## src/rtl/raycast_pkg.sv

```systemverilog
// Shared raycaster constants and types.
// Used by the wall span generator and its height calculator.
package raycast_pkg;

  localparam int SCREEN_H_DEF = 240;
  localparam int FRAC_W = 8;

  typedef enum logic [1:0] {
    IDLE,
    ROM_WAIT,
    CALC,
    OUT
  } state_t;

endpackage

```

## src/rtl/wall_span_gen_if.sv

```systemverilog
// Request, ROM and result bundle for the wall span generator.
// slave is the generator side, master the surrounding logic.
interface wall_span_gen_if;

  logic        dist_valid;
  logic        dist_ready;
  logic [9:0]  dist_addr;
  logic [8:0]  dist_col;
  logic [9:0]  rom_addr;
  logic [15:0] rom_idist;
  logic        out_valid;
  logic        out_ready;
  logic [8:0]  out_col;
  logic [7:0]  out_top;
  logic [7:0]  out_bottom;
  logic        out_blank;

  modport slave (
    input  dist_valid, dist_addr, dist_col,
    input  rom_idist, out_ready,
    output dist_ready, rom_addr,
    output out_valid, out_col,
    output out_top, out_bottom, out_blank
  );

  modport master (
    output dist_valid, dist_addr, dist_col,
    output rom_idist, out_ready,
    input  dist_ready, rom_addr,
    input  out_valid, out_col,
    input  out_top, out_bottom, out_blank
  );

endinterface

```

## src/rtl/wall_span_calc.sv

```systemverilog
// Maps a Q8.8 inverse distance to the vertical wall span of one column.
// Purely combinational; height is clamped to the screen.
module wall_span_calc
  import raycast_pkg::*;
#(
  parameter int          SCREEN_H   = SCREEN_H_DEF,
  parameter logic [15:0] WALL_SCALE = 16'd64
) (
  input  logic [15:0] idist,
  output logic [7:0]  top,
  output logic [7:0]  bottom,
  output logic        blank
);

  localparam logic [8:0] SCR  = 9'(SCREEN_H);
  localparam logic [7:0] HALF = 8'(SCREEN_H / 2);

  logic [31:0] prod;
  logic [31:0] raw;
  logic [8:0]  h;
  logic [7:0]  span_top;

  assign prod = 32'(idist) * 32'(WALL_SCALE);
  assign raw  = prod >> FRAC_W;
  assign h    = (raw > 32'(SCREEN_H)) ? SCR : raw[8:0];

  assign blank    = (h == 9'd0);
  assign span_top = 8'((SCR - h) >> 1);

  // a zero-height column collapses onto the horizon row
  assign top    = blank ? HALF : span_top;
  assign bottom = blank ? HALF
                : 8'({1'b0, span_top} + h - 9'd1);

endmodule

```

## src/rtl/wall_span_gen.sv

```systemverilog
// Column request FSM: ROM lookup, span calculation, held result.
// One request in flight; the next is taken only after the result handshake.
module wall_span_gen
  import raycast_pkg::*;
#(
  parameter int          SCREEN_H   = SCREEN_H_DEF,
  parameter logic [15:0] WALL_SCALE = 16'd64
) (
  input  logic           clk,
  input  logic           rst_n,
  wall_span_gen_if.slave bus
);

  state_t      state;
  logic        phase;
  logic [15:0] idist_q;
  logic [8:0]  col_q;
  logic [9:0]  addr_q;
  logic [8:0]  col_o;
  logic [7:0]  top_o;
  logic [7:0]  bot_o;
  logic        blank_o;
  logic [7:0]  c_top;
  logic [7:0]  c_bot;
  logic        c_blank;

  wall_span_calc #(
    .SCREEN_H   (SCREEN_H),
    .WALL_SCALE (WALL_SCALE)
  ) u_calc (
    .idist  (idist_q),
    .top    (c_top),
    .bottom (c_bot),
    .blank  (c_blank)
  );

  // CALC spends one cycle capturing ROM data, one loading results
  always_ff @(posedge clk or negedge rst_n) begin
    if (!rst_n) begin
      state   <= IDLE;
      phase   <= 1'b0;
      idist_q <= '0;
      col_q   <= '0;
      addr_q  <= '0;
      col_o   <= '0;
      top_o   <= '0;
      bot_o   <= '0;
      blank_o <= 1'b0;
    end else begin
      unique case (state)
        IDLE: begin
          if (bus.dist_valid) begin
            addr_q <= bus.dist_addr;
            col_q  <= bus.dist_col;
            state  <= ROM_WAIT;
          end
        end
        ROM_WAIT: begin
          phase <= 1'b0;
          state <= CALC;
        end
        CALC: begin
          if (!phase) begin
            idist_q <= bus.rom_idist;
            phase   <= 1'b1;
          end else begin
            col_o   <= col_q;
            top_o   <= c_top;
            bot_o   <= c_bot;
            blank_o <= c_blank;
            phase   <= 1'b0;
            state   <= OUT;
          end
        end
        OUT: begin
          if (bus.out_ready)
            state <= IDLE;
        end
        default: state <= IDLE;
      endcase
    end
  end

  assign bus.dist_ready = (state == IDLE);
  assign bus.out_valid  = (state == OUT);
  assign bus.rom_addr   = addr_q;
  assign bus.out_col    = col_o;
  assign bus.out_top    = top_o;
  assign bus.out_bottom = bot_o;
  assign bus.out_blank  = blank_o;

endmodule

```

## src/flat_wrapper.sv

```systemverilog
// flat-port wrapper written by rule: the top's interface ports become plain ports
module wall_span_gen_flat import raycast_pkg::*;
#(
  parameter int          SCREEN_H   = SCREEN_H_DEF,
  parameter logic [15:0] WALL_SCALE = 16'd64
)
  (clk, rst_n, bus_dist_valid, bus_dist_addr, bus_dist_col, bus_rom_idist, bus_out_ready, bus_dist_ready, bus_rom_addr, bus_out_valid, bus_out_col, bus_out_top, bus_out_bottom, bus_out_blank);
  wall_span_gen_if bus_i ();
  input  logic clk;
  input  logic rst_n;
  input wire logic [$bits(bus_i.dist_valid)-1:0] bus_dist_valid;
  input wire logic [$bits(bus_i.dist_addr)-1:0] bus_dist_addr;
  input wire logic [$bits(bus_i.dist_col)-1:0] bus_dist_col;
  input wire logic [$bits(bus_i.rom_idist)-1:0] bus_rom_idist;
  input wire logic [$bits(bus_i.out_ready)-1:0] bus_out_ready;
  output wire logic [$bits(bus_i.dist_ready)-1:0] bus_dist_ready;
  output wire logic [$bits(bus_i.rom_addr)-1:0] bus_rom_addr;
  output wire logic [$bits(bus_i.out_valid)-1:0] bus_out_valid;
  output wire logic [$bits(bus_i.out_col)-1:0] bus_out_col;
  output wire logic [$bits(bus_i.out_top)-1:0] bus_out_top;
  output wire logic [$bits(bus_i.out_bottom)-1:0] bus_out_bottom;
  output wire logic [$bits(bus_i.out_blank)-1:0] bus_out_blank;
  assign bus_i.dist_valid = bus_dist_valid;
  assign bus_i.dist_addr = bus_dist_addr;
  assign bus_i.dist_col = bus_dist_col;
  assign bus_i.rom_idist = bus_rom_idist;
  assign bus_i.out_ready = bus_out_ready;
  assign bus_dist_ready = bus_i.dist_ready;
  assign bus_rom_addr = bus_i.rom_addr;
  assign bus_out_valid = bus_i.out_valid;
  assign bus_out_col = bus_i.out_col;
  assign bus_out_top = bus_i.out_top;
  assign bus_out_bottom = bus_i.out_bottom;
  assign bus_out_blank = bus_i.out_blank;
  wall_span_gen #(.SCREEN_H(SCREEN_H), .WALL_SCALE(WALL_SCALE)) u_core (.clk(clk), .rst_n(rst_n), .bus(bus_i));
endmodule
```

## config.mk

```make
export PLATFORM = sky130hd
export DESIGN_NAME = wall_span_gen_flat
export DESIGN_NICKNAME = d
export VERILOG_FILES = /design/src/rtl/raycast_pkg.sv /design/src/rtl/wall_span_gen_if.sv /design/src/rtl/wall_span_calc.sv /design/src/rtl/wall_span_gen.sv /design/src/flat_wrapper.sv
export SDC_FILE = /design/constraint.sdc
export NUM_CORES = 1
export LEC_CHECK = 0
export CORE_MARGIN = 2
export CORE_UTILIZATION = 35
export DETAILED_ROUTE_END_ITERATION = 6
export RECOVER_POWER = 100
export SLEW_MARGIN = 5
export SYNTH_ARGS = -nofsm -noshare
export SYNTH_HDL_FRONTEND = slang
export SYNTH_SLANG_ARGS = --single-unit
```

## constraint.sdc

```tcl
create_clock -name clk -period 8.3 [get_ports clk]
set_input_delay 0.83 -clock clk [delete_from_list [all_inputs] [get_ports clk]]
set_output_delay 0.83 -clock clk [all_outputs]
set_load 0.005 [all_outputs]
```

== After elaboration in Yosys (flattened, before gate mapping) ==
Cells that the tools add are included.
Operators by class
  add/sub/neg operators: 3
  order comparisons: 1
  equal/unequal tests: 6
  mux-type cells: 9
  bitwise gates (word level): 1
  reduce and logical (&&, ||, !) cells: 7
Operators by type and width (number)
  2-to-1 mux 8 bit: 2
  greater-than comparator 14 x 8 -> 1 bit, second input constant: 1
  logical NOT 9 bit: 1
  2-to-1 mux 9 bit: 1
  subtractor 8 x 9 -> 9 bit, first input constant: 1
  adder 8 bit: 1
  one-hot mux 2 bit (4 select lines): 1
  subtractor 8 x 1 -> 8 bit, second input constant: 1
  2-to-1 mux 2 bit: 3
  AND reduction 2 bit: 3
  equality test 2 bit, second input constant: 2
  inequality test 2 bit, second input constant: 2
  AND reduction 3 bit: 1
  equality test 2 x 1 -> 1 bit, second input constant: 1
  logical NOT 2 bit: 1
  inequality test 2 x 1 -> 1 bit, second input constant: 1
  one-hot mux 1 bit (2 select lines): 1
  nonzero test 2 bit: 1
  2-to-1 mux 1 bit: 1
  NOT 1 bit: 1
Storage, ports and cells
  bits in registers: 64
  input bits: 39
  output and inout port bits: 38

== Depth between registers and ports, before layout ==
Gate-level depths: netlist (run 1).
  word-level depth: 6
  depth in mapped cells: 17

== Modules after synthesis ==
From an unflattened synthesis (run 1), not the netlist that was laid out.
Second synthesis, totals
  cell total of the unflattened synthesis: 252
  area, all modules: 3201.8 um2
By module, submodules not included
  wall_span_gen: times used 1, cells each 146, area an instance 2478.6 um2, sequential area each 1601.5 um2
  wall_span_calc: times used 1, cells each 106, area an instance 723.2 um2, sequential area each 0.0 um2

== Worst setup path after synthesis (run 1) ==
No wires, ideal clock.
  kind: register -> register
  start: reg u_core.idist_q[15]
  end: reg u_core.bot_o[7] (netlist: u_core.bus.out_bottom[7])
  data arrival time: 3.646 ns
  data required time: 8.213 ns
  path slack: 4.567 ns
  cell stages (with the launch flop): 18
  clock period less this slack: 3.733 ns
  cells stage by stage: dfrtp_1 or4_4 buf_6 a211oi_4 nand2_1 ha_1 clkbuf_8 inv_1 o21ai_0 and3_1 ha_1 inv_1 ha_1 nor2b_1 o31ai_1 a21oi_1 or2_2 o211ai_1
On the way
  longest elaborated chain between the ends: 6
  elaborated cells on any way between the ends: 7
RTL lines
  from (decl): RTL line wall_span_gen.sv:16  | logic [15:0] idist_q;
  from (signal assigned): RTL line wall_span_gen.sv:64  | idist_q <= bus.rom_idist;
  greater-than comparator 14 x 8 -> 1 bit *: RTL line wall_span_calc.sv:25  | assign h = (raw > 32'(SCREEN_H)) ? SCR : raw[8:0];
  2-to-1 mux 9 bit *: RTL line wall_span_calc.sv:25
  subtractor 8 x 9 -> 9 bit: RTL line wall_span_calc.sv:28  | assign span_top = 8'((SCR - h) >> 1);
  adder 8 bit: RTL line wall_span_calc.sv:33  | : 8'({1'b0, span_top} + h - 9'd1);
  subtractor 8 x 1 -> 8 bit: RTL line wall_span_calc.sv:33
  2-to-1 mux 8 bit *: RTL line wall_span_calc.sv:32  | assign bottom = blank ? HALF
  to (signal assigned): RTL line wall_span_gen.sv:69  | bot_o <= c_bot;
  to (decl): RTL line wall_span_gen.sv:21  | logic [7:0] bot_o;
Mark *: on every way between the ends. The rest lies on a longest branch, timed or not.
A chain may end at the register's enable or synchronous reset.

== Worst setup path in the final report (run 1) ==
  start: reg u_core.idist_q[3]
  end: reg u_core.bot_o[7] (netlist: u_core.bus.out_bottom[7])
On the way
  longest elaborated chain between the ends: 6
  elaborated cells on any way between the ends: 7
RTL lines (RTL line)
  greater-than comparator 14 x 8 -> 1 bit: wall_span_calc.sv:25
  2-to-1 mux 9 bit *: wall_span_calc.sv:25
  subtractor 8 x 9 -> 9 bit: wall_span_calc.sv:28
  adder 8 bit: wall_span_calc.sv:33
  subtractor 8 x 1 -> 8 bit: wall_span_calc.sv:33
  2-to-1 mux 8 bit *: wall_span_calc.sv:32
Marked as above.

==> key figures, run 1 <==
Outcome
  • Run status: finished, violations left
  • Violated checks: capacitance limit, slew limit

Drt
  • DR WL/cell: 13.84 µm
  • DRT Pass-1 Iters: 5
  • Vias per Instance: 4.838
  • DRT iter0 DRCs: approximately 100
  • DRC viols: 0
  • Via count: roughly 2200
  • Post-DRT Antenna Nets: 0
  • WL final: 6.420 mm

Critical path
  • Delay-heaviest family, CP: simple AND/OR/NAND/NOR gates
  • Critical path endpoint category: flip-flop
  • Critical path's largest stage delay: 0.67 ns
  • CP arrival: 4.88 ns
  • Crit path cell chain: or4_1 -> a211oi_1 -> nand2_1 -> ha_1 -> inv_1 -> o21ai_0 -> and3_1 -> ha_1 -> inv_1 -> ha_1 -> nor2b_1 -> o31ai_1 -> a21oi_1 -> or2_2 -> o211ai_1
  • Cell repeated most along the worst path: ha_1
  • CP Buf/Inv Count: 2
  • CP Class: flip-flop to flip-flop
  • Critical path launch point type: flip-flop
  • Worst path required time: 8.55 ns
  • Slowest CP cell: a211oi_1
  • CP max FO: 9

STA
  • Final Max Slew Viols: between 60 and 70
  • Slew margin rel.: -1.242
  • Final min period: between 4 and 5 ns
  • FMAX: about 0.22 GHz
  • Smallest hold slack: 0.4632 ns
  • Setup violators final: 0
  • Fin worst setup slack: roughly 3.7 ns
  • Final hold violations: 0
  • Final TNS setup: 0 ns
  • Worst slew pin tran: 3.363 ns
  • RSZ-0062 raised after global routing: no
  • Fin crit share: 0.5572
  • Clk_skew: around 0.0085 ns

Yosys
  • FF+latch count, synth: 62
  • Number of synthesized flops with an enable pin: 0
  • Syn avg cell area: around 11 µm²
  • Mapped Nets: 332
  • Cell Area, Synth: ~3100 µm²
  • Count leader, synth: dfrtp_1
  • Share of the synthesized area in the top cell type: 0.5032
  • Sequential area share after synthesis: 0.5032
  • Post-synth top area cell: dfrtp_1
  • Yosys warnings: 0
  • Top post-synthesis cells by area: dfrtp_1 50%, mux2_2 12%, ha_1 5.7%
  • Cells after Synth: around 280
  • Post-synth top flop: dfrtp_1
  • Distinct cell type count after synthesis: 50
  • Fraction of registers with async set/reset: 1.000
  • Commonest cells in the netlist: 62 x dfrtp_1, 46 x nand2_1, 34 x mux2_2

Floorplan
  • Row count: 34
  • Core area: ~8600 µm²
  • DIE WIDTH: a little under 100 µm
  • Full die area: ~9600 µm²
  • Initial cell density of the core: 0.3570
  • Die Y: a little under 100 µm
  • Ports: 77

CTS
  • Post-CTS Hold Buffers: 0
  • Setup Fix Bufs, Post-CTS: 0
  • Clock-pin slew on the worst setup and hold paths: about 0.070 ns
  • Worst-Skew Late Latency: ~0.34 ns
  • H-tree levels: 3
  • CTS resizes: 0
  • CTS Buf Count: 9
  • Max Root-Sink Buffers: 2
  • CTS Sinks: 62
  • CTS root buffer: clkbuf_8
  • CTS tree: done

Pwr
  • Comb pwr share: 0.412
  • Sw Share: 0.3423
  • Pwr Density: 332.0 nW/µm²
  • Psw: roughly 450 µW
  • Int Pwr: between 800 and 900 µW
  • Leakage power: ~1.8 nW
  • Clock power share: 0.175
  • Max VDD drop: 127.3 µV
  • Sequential Power Share: 0.413

Global route
  • Initial antenna violation count: 0
  • Grt total ovfl: 0
  • Pin count of the biggest net entering global routing: 63
  • Tot GR Track Use: 0.1408
  • First-pass GRT wire length: roughly 11 mm
  • Vias in the first global route: around 2200

Placed design
  • PortBufs: between 70 and 80
  • Cell Area, Placed: ~3900 µm²
  • Pre-CTS WS: 4.099 ns
  • Placed cells: between 400 and 500
  • DP HPWL: about 4.6 mm
  • GP Congestion: roughly 0.78

Worst hold path
  • Worst Hold Class: flip-flop to flip-flop

Final layout
  • Fin cells: roughly 460
  • Multi-input logic area: approximately 1300 µm²
  • Storage element area: between 1500 and 2000 µm²
  • Synth-to-Final Area Change: 29.38%
  • Post-route cell area: around 4000 µm²
  • N_diodes: 0
  • Share of layout cells above drive strength 1: 0.1713
  • # fillers: ~850
  • Nets: 405

Job
  • Max_cap viols: 1
[layout by cell type, fill, tap and decap left out, types with 3 or more instances in the layout]
| cell | count |
|---|---|
| clkdlybuf4s50_1 | 34 |
| nor2_1 | 17 |
| nor4_1 | 3 |
| nand3_1 | 3 |
| and3_1 | 4 |
| dlygate4sd3_1 | 39 |
| o31ai_1 | 3 |
| nor2b_1 | 4 |
| xor2_1 | 3 |
| clkbuf_8 | 9 |
| a21oi_1 | 12 |
| nand2_1 | 46 |
| inv_1 | 11 |
| o21ai_1 | 3 |
| dfrtp_1 | 62 |
| clkinvlp_4 | 3 |
| nor3_1 | 3 |
| and2_1 | 3 |
| ha_1 | 14 |
| o21ai_0 | 10 |
| mux2_2 | 34 |
[layout make-up]
type                    instances  area share
well taps                     108     0.03388
repair buffers                 76      0.1863
clock inverters                 7     0.01255
clock buffers                   9     0.03105
flip-flops and latches         62      0.3890
multi-input cells             191      0.3369
inverters                      11     0.01035
[registers in the layout, summed over array words and instances (netlist names)]
register               flops
u_core.bus.out_col         9
u_core.phase               1
u_core.state               2
u_core.col_q               9
u_core.bus.rom_addr       10
u_core.bus.out_top         8
u_core.idist_q            14
u_core.bus.out_bottom      8
u_core.bus.out_blank       1
[power groups by stage]
stage | logic, mW | registers (mW) | clock network [mW]
2_1_floorplan | 0.370 | 0.533 | 0
3_3_place_gp | 0.585 | 0.552 | 0
3_5_place_dp | 0.598 | 0.558 | 0
4_1_cts | 0.600 | 0.552 | 0.244
5_1_grt | 0.611 | 0.571 | 0.254
6_report | 0.546 | 0.547 | 0.231
[logic make-up after synthesis]
logic type / share of synthesized area
and+or+nand+nor: 0.1437
DFF: 0.5032
AOI/OAI and AO/OA: 0.1019
muxes: 0.1242
buffers and inverters: 0.04707
adders and majority gates: 0.06331
xor gates and xnor gates: 0.01664
[worst min-delay path, cell delays in order (launching register included)]
cell and delay, ns:
dfrtp_1 0.34, nand2_1 0.05, nand2_1 0.05
[layer usage]
metal,global-route usage,wire [µm],vias to the layer above
met5,0,0,-
met4,0.06517,114,0
met3,0.02935,222,9
met2,0.2229,3149,39
met1,0.1858,2932,1090
li1,-,-,1107
[path summary, 6_finish.rpt]
| kind | start | cells after the start | slack (ns) | end |
|---|---|---|---|---|
| worst max-delay path | u_core.idist_q[3] | 15 | 3.68 | u_core.bus.out_bottom[7] |
| max in group asynchronous | rst_n | 2 | 4.66 | u_core.idist_q[8] |
| min in group asynchronous | rst_n | 2 | 1.72 | u_core.bus.out_top[3] |
| worst max register to register | u_core.idist_q[3] | 15 | 3.68 | u_core.bus.out_bottom[7] |
| worst min register to register | u_core.col_q[5] | 2 | 0.46 | u_core.bus.out_col[5] |
| worst min-delay path | u_core.col_q[5] | 2 | 0.46 | u_core.bus.out_col[5] |
[stage by stage]
| step | utilization | total power [mW] |
|---|---|---|
| 3_5_place_dp | 0.4476 | 1.155 |
| 4_1_cts | 0.4677 | 1.396 |
| 3_3_place_gp | 0.4476 | 1.137 |
| 6_report | 0.4619 | 1.324 |
| 2_1_floorplan | - | 0.9023 |
| 5_1_grt | 0.4619 | 1.436 |
Note: power is estimated with default switching activity, not from simulation.
==> run 2, diff against run 1 <==
clock period = 4 ns   (was 8.3 ns; I/O delays follow)
==> run 2 against run 1 <==
Net effect: the run still ends with capacitance limit, slew limit left; final cell count increased by 0.86%; largest power group is now combinational logic; cell area increased by 2.9%; worst setup slack got worse by 3.4 ns; non-clock buffer count increased by 4; sequential power increased by 100%; critical path type unchanged; global-route usage increased by 0.24 points; total power increased by 120%; sequential cell count unchanged; critical endpoint unchanged; clock-buffer cell count increased by 1; critical path depth unchanged.
==> key figures, run 2 (synthesis gave the netlist of run 1 again) <==
Job
  • Max_cap viols: 1 (unchanged)

Final layout
  • Storage element area: 1551 µm² (unchanged)
  • Most frequent cells in the layout: 62 x dfrtp_1, 46 x nand2_1, 38 x dlygate4sd3_1
  • # fillers: 795 (-6.7%)
  • Nets: 409 (+0.99%)
  • Fin cells: 468 (+0.86%)
  • Synth-to-Final Area Change: 33.16%
  • Share of layout cells above drive strength 1: 0.1917 (+0.02032)
  • Most common cell after layout, fill and taps aside: dfrtp_1
  • N_diodes: 0 (unchanged)
  • Max reg flops: 14 (unchanged)
  • Multi-input logic area: 1375 µm² (+2.3%)
  • Biggest register: u_core.idist_q

Drt
  • DR WL/cell: 13.97 µm (+0.95%)
  • DRC viols: 0 (unchanged)
  • Via count: 2259 (+0.62%)
  • DRT Pass-1 Iters: 4 (-1)
  • DRT iter0 DRCs: 89 (-12%)
  • Vias per Instance: 4.827 (-0.24%)
  • Post-DRT Antenna Nets: 0 (unchanged)
  • WL final: 6.537 mm (+1.8%)

Floorplan
  • Initial cell density of the core: 0.3570 (unchanged)
  • Row count: 34 (unchanged)
  • Die Y: 97.86 µm (unchanged)
  • Full die area: 9576 µm² (unchanged)
  • Ports: 77 (unchanged)
  • DIE WIDTH: 97.86 µm (unchanged)
  • Core area: 8636 µm² (unchanged)

STA
  • Worst slew pin tran: 1.952 ns (-1.411 ns)
  • Smallest hold slack: 0.4661 ns (+0.002912 ns)
  • Fin crit share: 0.9359 (+0.3787)
  • Final min period: 3.744 ns (-0.8814 ns)
  • FMAX: 0.2671 GHz (+24%)
  • RSZ-0062 raised after global routing: no
  • Slew margin rel.: -0.3013 (+0.9408)
  • Final TNS setup: 0 ns (unchanged)
  • Setup violators final: 0 (unchanged)
  • Final Max Slew Viols: 37 (-41%)
  • Final hold violations: 0 (unchanged)
  • Clk_skew: 0.01090 ns (+0.002424 ns)

Global route
  • Grt total ovfl: 0 (unchanged)
  • First-pass GRT wire length: 10.96 mm (+1.1%)
  • Vias in the first global route: 2199 (-1.3%)
  • Pin count of the biggest net entering global routing: 37 (-41%)
  • Initial antenna violation count: 0 (unchanged)
  • Tot GR Track Use: 0.1431 (+0.002357)

Pwr
  • Pwr Density: 715.5 nW/µm² (+120%)
  • Leakage power: 1.804 nW (+2.6%)
  • Max VDD drop: 241.2 µV (+89%)

Critical path
  • CP arrival: 3.99 ns (-0.89 ns)
  • CP Buf/Inv Count: 2 (unchanged)
  • Worst path required time: 4.25 ns (-4.30 ns)
  • Critical path's largest stage delay: 0.60 ns (-0.07 ns)
  • Delay-heaviest family, CP: simple AND/OR/NAND/NOR gates
  • Reg2Reg Setup Slack: 0.26 ns (-3.42 ns)
  • CP Class: flip-flop to flip-flop
  • Critical path endpoint category: flip-flop
  • Slowest CP cell: or4_4
  • Critical path launch point type: flip-flop
  • Cell repeated most along the worst path: ha_1
  • Crit path cell chain: or4_4 -> a211oi_4 -> nand2_1 -> ha_1 -> inv_1 -> o21ai_0 -> and3_1 -> ha_1 -> inv_1 -> ha_1 -> nor2b_2 -> o31ai_2 -> a21oi_1 -> or2_2 -> o211ai_1
  • CP max FO: 5 (-4)

CTS
  • CTS Buf Count: 9 (unchanged)
  • Max Root-Sink Buffers: 2 (unchanged)
  • H-tree levels: 3 (unchanged)
  • Setup Fix Bufs, Post-CTS: 0 (unchanged)
  • CTS root buffer: clkbuf_8
  • Worst-Skew Late Latency: 0.34 ns (about the same)
  • CTS resizes: 0 (unchanged)
  • CTS Sinks: 62 (unchanged)
  • Clock-pin slew on the worst setup and hold paths: 0.07 ns (about the same)
  • Post-CTS Hold Buffers: 0 (unchanged)
  • CTS tree: done

Placed design
  • GP Congestion: 0.7995 (+2.4%)
  • PortBufs: 74 (unchanged)
  • Placed cells: 452 (+0.89%)
  • DP HPWL: 4.850 mm (+5.2%)

Outcome
  • Run status: finished, violations left
  • Violated checks: capacitance limit, slew limit

Worst hold path
  • Worst Hold Class: flip-flop to flip-flop
-- run 2: path summary, 6_finish.rpt --
| kind | start | cells after the start | endpoint |
|---|---|---|---|
| worst max register to register | u_core.idist_q[2] | 15 | u_core.bus.out_bottom[7] |
| worst min-delay path | u_core.col_q[2] | 2 | u_core.bus.out_col[2] |
| worst min register to register | u_core.col_q[2] | 2 | u_core.bus.out_col[2] |
| worst max-delay path | u_core.idist_q[2] | 15 | u_core.bus.out_bottom[7] |
| min in group asynchronous | rst_n | 1 | u_core.bus.rom_addr[4] |
| max in group asynchronous | rst_n | 2 | u_core.bus.out_top[7] |
-- run 2: area by class of cell --
class	count	share of cell area
Clock buffer	10	0.03353
Multi-Input combinational cell	191	0.3350
Tap cell	108	0.03292
Timing Repair Buffer	80	0.1881
Sequential cell	62	0.3779
Clock inverter	6	0.02255
Inverter	11	0.01006
-- run 2: tightest hold or removal path: stages (launching register included) --
cell	delay, ns
dfrtp_1	0.34
nand2_1	0.05
nand2_1	0.05
-- run 2: routing by layer --
| layer | share of wire | global-route usage | wire length (µm) | vias up |
|---|---|---|---|---|
| met4 | 0.012 | 0.05449 | 76 | 0 |
| met5 | 0 | 0 | 0 | - |
| li1 | - | - | - | 1117 |
| met1 | 0.46 | 0.1938 | 3013 | 1092 |
| met2 | 0.49 | 0.2229 | 3188 | 45 |
| met3 | 0.039 | 0.03508 | 258 | 5 |
-- run 2: metrics by stage --
stage	setup slack (ns)	utilization	area, µm²	total power [mW]
after global routing	0.008793	0.4754	4105	3.165
after global placement	0.3010	0.4510	3895	2.384
after floorplan	0.2672	-	3083	1.872
after CTS	0.2041	0.4777	4125	3.060
after detailed placement	0.2330	0.4510	3895	2.416
final	0.2564	0.4754	4105	2.937
-- run 2: report_power, final --
| group | switching (mW) | leakage, nW | internal, mW |
|---|---|---|---|
| clock | 0.263 | 0.109 | 0.371 |
| combinational | 0.512 | 0.950 | 0.678 |
| sequential | 0.184 | 0.745 | 0.929 |
